--- src/rtl/vga_text_pkg.sv ---
// Shared definitions for the VGA text-mode fetch path: font cell geometry,
// pipeline latency and the delay-line entry that travels alongside a pixel.
package vga_text_pkg;

    localparam int CHAR_W             = 8;
    localparam int CHAR_H             = 16;
    localparam int FONT_ADDR_W        = 12;
    localparam int TEXT_FETCH_LATENCY = 5;

    // Per-pixel side information carried down the fetch pipeline.
    typedef struct packed {
        logic       in_range;
        logic [2:0] x_lo;
        logic [3:0] y_lo;
    } tf_dl_t;

    localparam tf_dl_t TF_DL_ZERO = '{in_range: 1'b0, x_lo: 3'd0, y_lo: 4'd0};

    // The cursor is drawn as an underline on the bottom two font rows.
    function automatic logic is_cursor_line(input logic [3:0] y_lo);
        return (y_lo >= 4'd14);
    endfunction

endpackage

--- src/rtl/text_cursor_blink.sv ---
// Cursor blink generator: counts frames, toggles the blink phase every
// BLINK_FRAMES frames and flags the pixels of the cursor underline.
// Only instantiated when TEXT_FETCH_CURSOR_EN is defined.
module text_cursor_blink
    import vga_text_pkg::*;
#(
    parameter int BLINK_FRAMES = 32
) (
    input  logic       clk,
    input  logic       reset,
    input  logic       frame_start_i,
    input  logic [6:0] col_i,
    input  logic [5:0] crow_i,
    input  logic [3:0] y_lo_i,
    input  logic [6:0] cursor_col_i,
    input  logic [4:0] cursor_row_i,
    output logic       hit_o
);

    localparam int CNT_W = (BLINK_FRAMES > 1) ? $clog2(BLINK_FRAMES) : 1;
    localparam logic [CNT_W-1:0] CNT_LAST = CNT_W'(BLINK_FRAMES - 1);

    logic [CNT_W-1:0] cnt_q;
    logic [CNT_W-1:0] cnt_d;
    logic             blink_q;
    logic             blink_d;

    // Next frame count and blink phase; advance only at the start of a frame.
    always_comb begin
        cnt_d   = cnt_q;
        blink_d = blink_q;
        if (frame_start_i) begin
            if (cnt_q == CNT_LAST) begin
                cnt_d   = {CNT_W{1'b0}};
                blink_d = ~blink_q;
            end else begin
                cnt_d   = cnt_q + {{(CNT_W-1){1'b0}}, 1'b1};
                blink_d = blink_q;
            end
        end else begin
            cnt_d   = cnt_q;
            blink_d = blink_q;
        end
    end

    // Frame counter and blink phase registers.
    always_ff @(posedge clk or posedge reset) begin
        if (reset) begin
            cnt_q   <= {CNT_W{1'b0}};
            blink_q <= 1'b0;
        end else begin
            cnt_q   <= cnt_d;
            blink_q <= blink_d;
        end
    end

    assign hit_o = blink_q
                 && (col_i == cursor_col_i)
                 && (crow_i == {1'b0, cursor_row_i})
                 && is_cursor_line(y_lo_i);

endmodule

--- src/rtl/text_fetch.sv ---
// Character fetch pipeline for VGA text mode. Turns timing-generator pixel
// coordinates into a text-RAM read, then a font-ROM read, and presents the
// font row with its in-cell column exactly TEXT_FETCH_LATENCY clocks after
// the coordinates were sampled. Optional cursor underline with blink is
// enabled by defining TEXT_FETCH_CURSOR_EN.
module text_fetch
    import vga_text_pkg::*;
#(
    parameter int COLS         = 80,
    parameter int ROWS         = 30,
    parameter int ADDR_W       = 12,
    parameter int BLINK_FRAMES = 32
) (
    input  logic                   clk,
    input  logic                   reset,
    input  logic [9:0]             x,
    input  logic [9:0]             y,
    input  logic                   active,
    output logic [ADDR_W-1:0]      ram_addr,
    output logic                   ram_en,
    input  logic [7:0]             ram_data,
    output logic [FONT_ADDR_W-1:0] font_addr,
    input  logic [CHAR_W-1:0]      font_data,
    output logic [CHAR_W-1:0]      charline,
    output logic [2:0]             charpos_x,
    output logic                   pix_valid
`ifdef TEXT_FETCH_CURSOR_EN
    ,
    input  logic [6:0]             cursor_col,
    input  logic [4:0]             cursor_row
`endif
);

    // Stages after the input register: RAM read, font address, ROM read.
    localparam int DL_DEPTH = TEXT_FETCH_LATENCY - 1;

    if (COLS * ROWS > (2 ** ADDR_W)) begin : g_addr_chk
        $error("COLS*ROWS does not fit in ADDR_W bits");
    end
    if (BLINK_FRAMES < 1) begin : g_blink_chk
        $error("BLINK_FRAMES must be at least 1");
    end

    logic [6:0]             col_s;
    logic [5:0]             crow_s;
    logic                   in_range_s;
    tf_dl_t                 dl_in_s;

    logic [9:0]             y_q;
    logic [ADDR_W-1:0]      row_base_q;
    logic [ADDR_W-1:0]      row_base_d;
    logic [ADDR_W-1:0]      ram_addr_q;
    logic [ADDR_W-1:0]      ram_addr_d;
    logic                   ram_en_q;
    tf_dl_t [DL_DEPTH-1:0]  dl_q;
    logic [FONT_ADDR_W-1:0] font_addr_q;
    logic [CHAR_W-1:0]      charline_q;
    logic [CHAR_W-1:0]      charline_d;
    logic [2:0]             charpos_x_q;
    logic                   pix_valid_q;
    logic                   cursor_s;

    assign col_s      = x[9:3];
    assign crow_s     = y[9:4];
    assign in_range_s = active && (int'(col_s) < COLS) && (int'(crow_s) < ROWS);
    assign dl_in_s    = '{in_range: in_range_s, x_lo: x[2:0], y_lo: y[3:0]};

    // Row base follows y without a multiplier: clear on line 0, add one text
    // row on the first cycle of each new 16-line band. The updated value is
    // used for the same pixel so the first cell of a band gets the new row.
    always_comb begin
        row_base_d = row_base_q;
        if (y == 10'd0) begin
            row_base_d = {ADDR_W{1'b0}};
        end else if ((y != y_q) && (y[3:0] == 4'd0)) begin
            row_base_d = row_base_q + ADDR_W'(COLS);
        end else begin
            row_base_d = row_base_q;
        end
    end

    // Text-RAM address: only advance for visible cells, hold otherwise.
    always_comb begin
        ram_addr_d = ram_addr_q;
        if (in_range_s) begin
            ram_addr_d = row_base_d + ADDR_W'(col_s);
        end else begin
            ram_addr_d = ram_addr_q;
        end
    end

    // Row tracking and stage A (RAM request) registers.
    always_ff @(posedge clk or posedge reset) begin
        if (reset) begin
            y_q        <= 10'd0;
            row_base_q <= {ADDR_W{1'b0}};
            ram_addr_q <= {ADDR_W{1'b0}};
            ram_en_q   <= 1'b0;
        end else begin
            y_q        <= y;
            row_base_q <= row_base_d;
            ram_addr_q <= ram_addr_d;
            ram_en_q   <= in_range_s;
        end
    end

    // Delay line carrying range flag and in-cell coordinates to stage C.
    always_ff @(posedge clk or posedge reset) begin
        if (reset) begin
            for (int i = 0; i < DL_DEPTH; i++) begin
                dl_q[i] <= TF_DL_ZERO;
            end
        end else begin
            dl_q[0] <= dl_in_s;
            for (int i = 1; i < DL_DEPTH; i++) begin
                dl_q[i] <= dl_q[i-1];
            end
        end
    end

    // Stage B: font address from the returned character code and its font row.
    always_ff @(posedge clk or posedge reset) begin
        if (reset) begin
            font_addr_q <= {FONT_ADDR_W{1'b0}};
        end else begin
            font_addr_q <= {ram_data, dl_q[1].y_lo};
        end
    end

`ifdef TEXT_FETCH_CURSOR_EN
    logic                cur_hit_s;
    logic                frame_start_s;
    logic [DL_DEPTH-1:0] cur_q;

    assign frame_start_s = (y == 10'd0) && (y_q != 10'd0);

    text_cursor_blink #(
        .BLINK_FRAMES (BLINK_FRAMES)
    ) u_cursor (
        .clk          (clk),
        .reset        (reset),
        .frame_start_i(frame_start_s),
        .col_i        (col_s),
        .crow_i       (crow_s),
        .y_lo_i       (y[3:0]),
        .cursor_col_i (cursor_col),
        .cursor_row_i (cursor_row),
        .hit_o        (cur_hit_s)
    );

    // Cursor hit travels alongside the pixel so it lands in stage C.
    always_ff @(posedge clk or posedge reset) begin
        if (reset) begin
            cur_q <= {DL_DEPTH{1'b0}};
        end else begin
            cur_q <= {cur_q[DL_DEPTH-2:0], cur_hit_s & in_range_s};
        end
    end

    assign cursor_s = cur_q[DL_DEPTH-1];
`else
    assign cursor_s = 1'b0;
`endif

    // Stage C data: cursor underline overrides, blank outside the text area.
    always_comb begin
        charline_d = 8'h00;
        if (cursor_s) begin
            charline_d = 8'hFF;
        end else if (dl_q[DL_DEPTH-1].in_range) begin
            charline_d = font_data;
        end else begin
            charline_d = 8'h00;
        end
    end

    // Stage C output registers, aligned with the delayed coordinates.
    always_ff @(posedge clk or posedge reset) begin
        if (reset) begin
            charline_q  <= 8'h00;
            charpos_x_q <= 3'd0;
            pix_valid_q <= 1'b0;
        end else begin
            charline_q  <= charline_d;
            charpos_x_q <= dl_q[DL_DEPTH-1].x_lo;
            pix_valid_q <= dl_q[DL_DEPTH-1].in_range;
        end
    end

    assign ram_addr  = ram_addr_q;
    assign ram_en    = ram_en_q;
    assign font_addr = font_addr_q;
    assign charline  = charline_q;
    assign charpos_x = charpos_x_q;
    assign pix_valid = pix_valid_q;

endmodule

--- config.mk ---
export PLATFORM = sky130hd
export DESIGN_NAME = text_fetch
export DESIGN_NICKNAME = d
export VERILOG_FILES = /design/src/rtl/vga_text_pkg.sv /design/src/rtl/text_cursor_blink.sv /design/src/rtl/text_fetch.sv
export SDC_FILE = /design/constraint.sdc
export NUM_CORES = 1
export LEC_CHECK = 0
export BUFFER_PORTS_ARGS = -buffer_cell sky130_fd_sc_hd__buf_2
export CELL_PAD_IN_SITES_DETAIL_PLACEMENT = 0
export CELL_PAD_IN_SITES_GLOBAL_PLACEMENT = 1
export CORE_UTILIZATION = 42
export CTS_CLUSTER_SIZE = 8
export DETAILED_ROUTE_END_ITERATION = 7
export PLACE_DENSITY_LB_ADDON = 0.08
export SYNTH_ARGS = -nofsm -noshare
export SYNTH_HDL_FRONTEND = slang
export SYNTH_HIERARCHICAL = 1
export SYNTH_SLANG_ARGS = --single-unit
--- constraint.sdc ---
create_clock -name clk -period 2.95 [get_ports clk]
set_input_delay 0.59 -clock clk [delete_from_list [all_inputs] [get_ports clk]]
set_output_delay 0.59 -clock clk [all_outputs]
set_load 0.1 [all_outputs]
* Word level (Yosys, flattened, before mapping) *
Cells that the tools add are included.

word-level totals
  register bits = 82
  bits of input ports = 39
  output and inout port bits = 37
  logic and storage cells = 30

operators by class
  add/subtract/negate cells = 2
  magnitude comparators = 2
  equal/unequal tests = 1
  multiplexer cells = 3
  reductions and logical operators = 5

operators by type and width
  operator                                                              count
  12-bit two-way mux                                                    2
  12-bit by 7-bit adder with 12-bit output                              1
  12-bit by 7-bit adder with 12-bit output, second input constant       1
  10-bit logical NOT                                                    1
  10-bit inequality test                                                1
  8-bit two-way mux                                                     1
  7-bit < comparator, second input constant                             1
  6-bit by 5-bit < comparator with 1-bit output, second input constant  1
  4-bit logical NOT                                                     1
  1-bit logical AND                                                     3

* Depth between registers and ports, before layout *
  word-level depth = 5
  mapped depth = 12

* Least setup slack after synthesis *
OpenSTA, ideal clock, no wires.

  path type = input-to-reg
  start = input y[0]
  end = register ram_addr_q[8], in the netlist ram_addr[8]
  data arrival time = 3.022 ns
  setup slack = -0.208 ns
  stages = 12
  cell sequence = nor4_1 > nand4_1 > and2_1 > ha_1 > fa_1 > a21o_1 > a21oi_1 > nor2b_1 > o31ai_1 > a2bb2oi_2 > xnor2_1 > o21ai_0

between the ends
  word-level cells in the longest chain between the ends = 5

ends and longest elaborated chain
  what                                                                line               RTL
  from (decl)                                                         text_fetch.sv:17   input logic [9:0] y,
  10-bit inequality test / 4-bit logical NOT (equally long branches)  text_fetch.sv:75   end else if ((y != y_q) && (y[3:0] == 4'd0)) begin
  1-bit logical AND                                                   text_fetch.sv:75
  12-bit two-way mux                                                  text_fetch.sv:75
  12-bit two-way mux (*)                                              text_fetch.sv:73   if (y == 10'd0) begin
  named net row_base_d[0]                                             text_fetch.sv:51   logic [ADDR_W-1:0] row_base_d;
  12-bit by 7-bit adder with 12-bit output (*)                        text_fetch.sv:86   ram_addr_d = row_base_d + ADDR_W'(col_s);
  to (signal assigned)                                                text_fetch.sv:97   ram_addr_q <= {ADDR_W{1'b0}};
  to (signal assigned)                                                text_fetch.sv:102  ram_addr_q <= ram_addr_d;
  to (decl)                                                           text_fetch.sv:52   logic [ADDR_W-1:0] ram_addr_q;

Mark *: on every way through the listed nets, which the timed path passes. The rest lies on a longest branch.
A chain may end at the register's enable or synchronous reset.

* Worst setup path after layout *
  start = input y[0]
  end = register ram_addr_q[11], in the netlist ram_addr[11]

The elaborated chain is that of the path after synthesis.

==> key figures <==
Min path
  • Classification of the worst-slack hold path: in -> async

Routing
  • Post-detailed-route wirelength per cell: 13.0 um
  • Number of detailed-route iterations in the first pass: 4
  • First DRT Iteration DRCs: 48
  • Total length of routed met3 wires: approximately 350 um
  • Residual DRC: 0
  • DRT met1 WL: 2870 um
  • Uppermost metal layer occupied by signal nets: met4
  • Routed Antenna Nets: 0
  • Total number of vias: about 2200
  • Overall routed net length: 6020 um
  • Drt via density: 4.65
  • Detailed route wirelength on metal2: 2700 um

Worst setup path
  • Crit path DAT: between 3 and 4 ns
  • Critical path's top delay family: compound AO/OA/AOI/OAI gates
  • Register-to-register path setup slack: approximately 0.18 ns
  • Slowest cell on the critical path: sky130_fd_sc_hd__or4_4
  • CP Capture Type: register
  • Nature of the critical path startpoint: input port
  • Crit path largest cell delay: between 0.5 and 0.6 ns
  • Reg2Reg Capture Point: ram_addr[11]
  • Critical-path maximum fanout: 5
  • Library cell appearing most often on the critical path: sky130_fd_sc_hd__nor2_1
  • WP buf/inv: 1
  • Critical Path Start: y[0]
  • Critical Setup Path Class: in -> reg
  • CP Cell Sequence: buf_2 -> or4_4 -> a31oi_4 -> nor2b_1 -> xnor2_1 -> nor2_1 -> ha_1 -> o21a_1 -> nor2_1 -> a21o_1 -> o31a_1 -> o41ai_2
  • Number of cell instances on the worst register-to-register path: 12
  • Crit Reg-Reg Startpoint: y_q[8]
  • Data required time of the worst path: 3.21 ns

Run
  • Maximum Capacitance Violations: 0

STA
  • Final critical path time including I/O delays and setup: around 2.8 ns
  • Final clock period utilization by the worst path: a little over nine tenths
  • Achievable Freq: ~350 MHz
  • Pins over their slew limit: 0
  • Hold Worst Slack: around 0.27 ns
  • Setup repair after global routing missed its margin: false
  • Measured slew at the worst slew-check pin: approximately 0.57 ns
  • Final Worst Setup Slack: about 0.12 ns
  • Count of final setup violators: 0
  • Clock tree skew after final layout: 0.00720 ns
  • Slew Limit Headroom: between 60% and 70%
  • Fin. Hold Viols: 0

Yosys
  • Synthesized Nets: 286
  • Xor and xnor area share after synthesis: under 10%
  • Share of cell area taken by muxes after synthesis: 0.650%
  • Top flip-flop cell by instance count after synthesis: sky130_fd_sc_hd__dfrtp_1
  • Leading cell type by number of instances after synthesis: sky130_fd_sc_hd__dfrtp_1
  • Main combinational cell family by area after synthesis: simple AND/OR/NAND/NOR gates
  • Post-synth EDFFs: 0
  • Syn Area/Cell: 12.9 um2
  • Gate Count Post-Synth: 238
  • Synthesized-area fraction occupied by and/or/nand/nor cells: roughly 15%
  • Async SR Flop Fraction: 100%
  • Largest area contributor in the netlist: sky130_fd_sc_hd__dfrtp_1
  • Register bit count reported by yosys: 78
  • Number of distinct standard cells referenced by the synthesized netlist: 46
  • Warning count from the yosys run: 6
  • Post-synthesis sequential area ratio: a little under two thirds
  • Fraction of post-synthesis cell area in the top cell type by area: between 60% and 70%
  • Mapped Area: 0.00308 mm2
  • Fraction of the mapped netlist area in adder cells: 3.90%
  • Share of the synthesized area in compound gates (AO/OA/AOI/OAI): a little over a tenth
  • Most used standard cells in the synthesized netlist: sky130_fd_sc_hd__dfrtp_1 (78), sky130_fd_sc_hd__nand2_1 (25), sky130_fd_sc_hd__nor2_1 (14)
  • Main area contributors after synthesis: sky130_fd_sc_hd__dfrtp_1 (63%), sky130_fd_sc_hd__xor2_1 (3.7%), sky130_fd_sc_hd__ha_1 (3.3%)

Floorplanning
  • Die boundary height: between 80 and 90 um
  • Core area: roughly 0.007 mm2
  • Boundary Pins: between 70 and 80
  • Area of the die: roughly 0.0077 mm2
  • Horizontal die dimension: 87.6 um
  • Starting Density: 44.3%
  • Site Rows: 30

GRT
  • Wire length of the first global-routing pass: 9880 um
  • Number of antenna violations at the first check in global routing: 0
  • Maximum number of pins on one net before global-route repair: 46
  • Vias in the first global route: between 2000 and 2500
  • Grt ovf: 0
  • Total GRT Usage: 17.7%

Finish
  • Area growth from synthesis to layout: 34.1%
  • Number of standard cells in the layout, taps in and fillers out: 464
  • Nets@finish: 411
  • Share of the core filled with cells: ~60%
  • Share of cells above drive strength 1: around 42%
  • Antenna fix cells: 0

Pwr
  • Worst voltage drop across the vdd grid: around 0.80 mV
  • Share of total power in combinational logic: 38.9%
  • Relative contribution of the clock network to total power: between 20% and 30%
  • Final Power: approximately 0.0035 W
  • Reg power frac: between 30% and 40%
  • Net switching component of the power: about 0.0015 W
  • Switching share of power: around 42%
  • Design internal power: around 0.002 W
  • Leakage Power: 2.07 nW
  • Pwr dens: about 850 mW/mm2

Clock tree
  • Clock root cell: sky130_fd_sc_hd__clkbuf_8
  • H-tree Lvls: 3
  • Bufs on Longest Clock Path: 2
  • Clk_lat worst skew: roughly 0.35 ns
  • Clock transition at the registers of the reported paths: 0.08 ns
  • TritonCTS clock tree: yes
  • CTS sink cnt: 78
  • CTS buffer count: 9
  • Number of buffers inserted for hold repair after clock tree synthesis: 0

Place
  • Sum of net half-perimeters after detailed placement: ~4400 um
  • Final weighted congestion in routability-driven placement: 0.798
  • Cell Count Post-Placement: around 450
  • Number of buffers inserted by port buffering: 75
  • Worst-case setup slack after placement: -0.300 ns

Status
  • Run status: finished clean
## cells by family (layout without fill, tap and decap cells)
kind of cell             after synthesis  after routing
XOR/XNOR                              19             19
adder cells (fa/ha/maj)                9              9
multiplexers                           2              2
flip-flops                            78             78
AND/OR/NAND/NOR                       77             77
buffers and inverters                 10            140
AO/OA/AOI/OAI                         43             43
## state kept, by name (all words and copies together) (netlist names)
| name | cells |
|---|---|
| y_q | 7 |
| charpos_x | 3 |
| dl_q | 23 |
| row_base_q | 12 |
| charline | 8 |
| pix_valid | 1 |
| ram_addr | 12 |
| font_addr | 12 |
## worst max path at each step
stage,end,slack (ns),cells after the start
after floorplan,ram_addr[11],-0.01,11
after global placement,ram_addr[8],-0.26,13
after detailed placement,ram_addr[6],-0.30,12
after CTS,ram_addr[8],0.06,13
after global routing,ram_addr[11],0.00009,12
final,ram_addr[11],0.12,12
## per-stage QoR
stage	cell area [um2]	TNS (ns)
after floorplan	3100	-0.0129
after global placement	3890	-1.35
after detailed placement	3890	-1.60
after CTS	4100	0
after global routing	4130	0
final	4130	0
## worst reg2reg max path: stages, from the launching register on
cell and delay (ns):
sky130_fd_sc_hd__dfrtp_1 0.38, sky130_fd_sc_hd__xor2_1 0.19, sky130_fd_sc_hd__nor4_4 0.37, sky130_fd_sc_hd__a31oi_4 0.18, sky130_fd_sc_hd__nor2b_1 0.18, sky130_fd_sc_hd__xnor2_1 0.14, sky130_fd_sc_hd__nor2_1 0.08, sky130_fd_sc_hd__ha_1 0.29
sky130_fd_sc_hd__o21a_1 0.14, sky130_fd_sc_hd__nor2_1 0.06, sky130_fd_sc_hd__a21o_1 0.17, sky130_fd_sc_hd__o31a_1 0.29, sky130_fd_sc_hd__o41ai_2 0.19
## what timing repair did
action | in CTS | in global routing
resized for setup | 0 | 4
endpoints found under the setup margin | 0 | 6
buffers inserted | 0 | 3
## power groups by stage
stage / Combinational (W) / Clock (W) / Sequential (W)
floorplan: 0.000494 / 0 / 0.00184
global placement: 0.00135 / 0 / 0.00133
detailed placement: 0.00136 / 0 / 0.00133
CTS: 0.00136 / 0.000854 / 0.00131
global route: 0.00145 / 0.000895 / 0.00133
finish: 0.00136 / 0.000823 / 0.00131
## area by class of cell
class	count	area, um2
clock inverter	7	80.1
sequential	78	1950
timing repair buffer	119	718
inverter	5	20.0
clock buffer	9	124
tap	96	120
fill	620	2820
multi-input combinational	150	1110
## cells in the final DEF (no fill, tap or decap), types with 3 or more instances in the layout
master	synthesis	final
sky130_fd_sc_hd__a31oi_1	4	4
sky130_fd_sc_hd__xnor2_1	6	6
sky130_fd_sc_hd__buf_4	0	43
sky130_fd_sc_hd__xor2_1	13	13
sky130_fd_sc_hd__nor4_4	2	3
sky130_fd_sc_hd__nand4_1	3	3
sky130_fd_sc_hd__buf_2	1	75
sky130_fd_sc_hd__inv_1	5	4
sky130_fd_sc_hd__nand2_1	25	25
sky130_fd_sc_hd__inv_6	0	3
sky130_fd_sc_hd__clkbuf_8	0	9
sky130_fd_sc_hd__dfrtp_1	78	78
sky130_fd_sc_hd__ha_1	8	8
sky130_fd_sc_hd__nand3_1	4	4
sky130_fd_sc_hd__a21o_1	4	4
sky130_fd_sc_hd__nor2b_1	3	3
sky130_fd_sc_hd__nor2_1	14	13
sky130_fd_sc_hd__o21ai_0	13	13
sky130_fd_sc_hd__and2_1	13	12
sky130_fd_sc_hd__a21oi_1	6	4
## layer usage
| metal | vias up | GRT usage [%] |
|---|---|---|
| met3 | 9 | 5.66 |
| met4 | 0 | 8.49 |
| met1 | 1016 | 23.0 |
| met5 | - | 0 |
| li1 | 1070 | - |
| met2 | 61 | 26.9 |
Note: power is estimated with default switching activity, not from simulation.
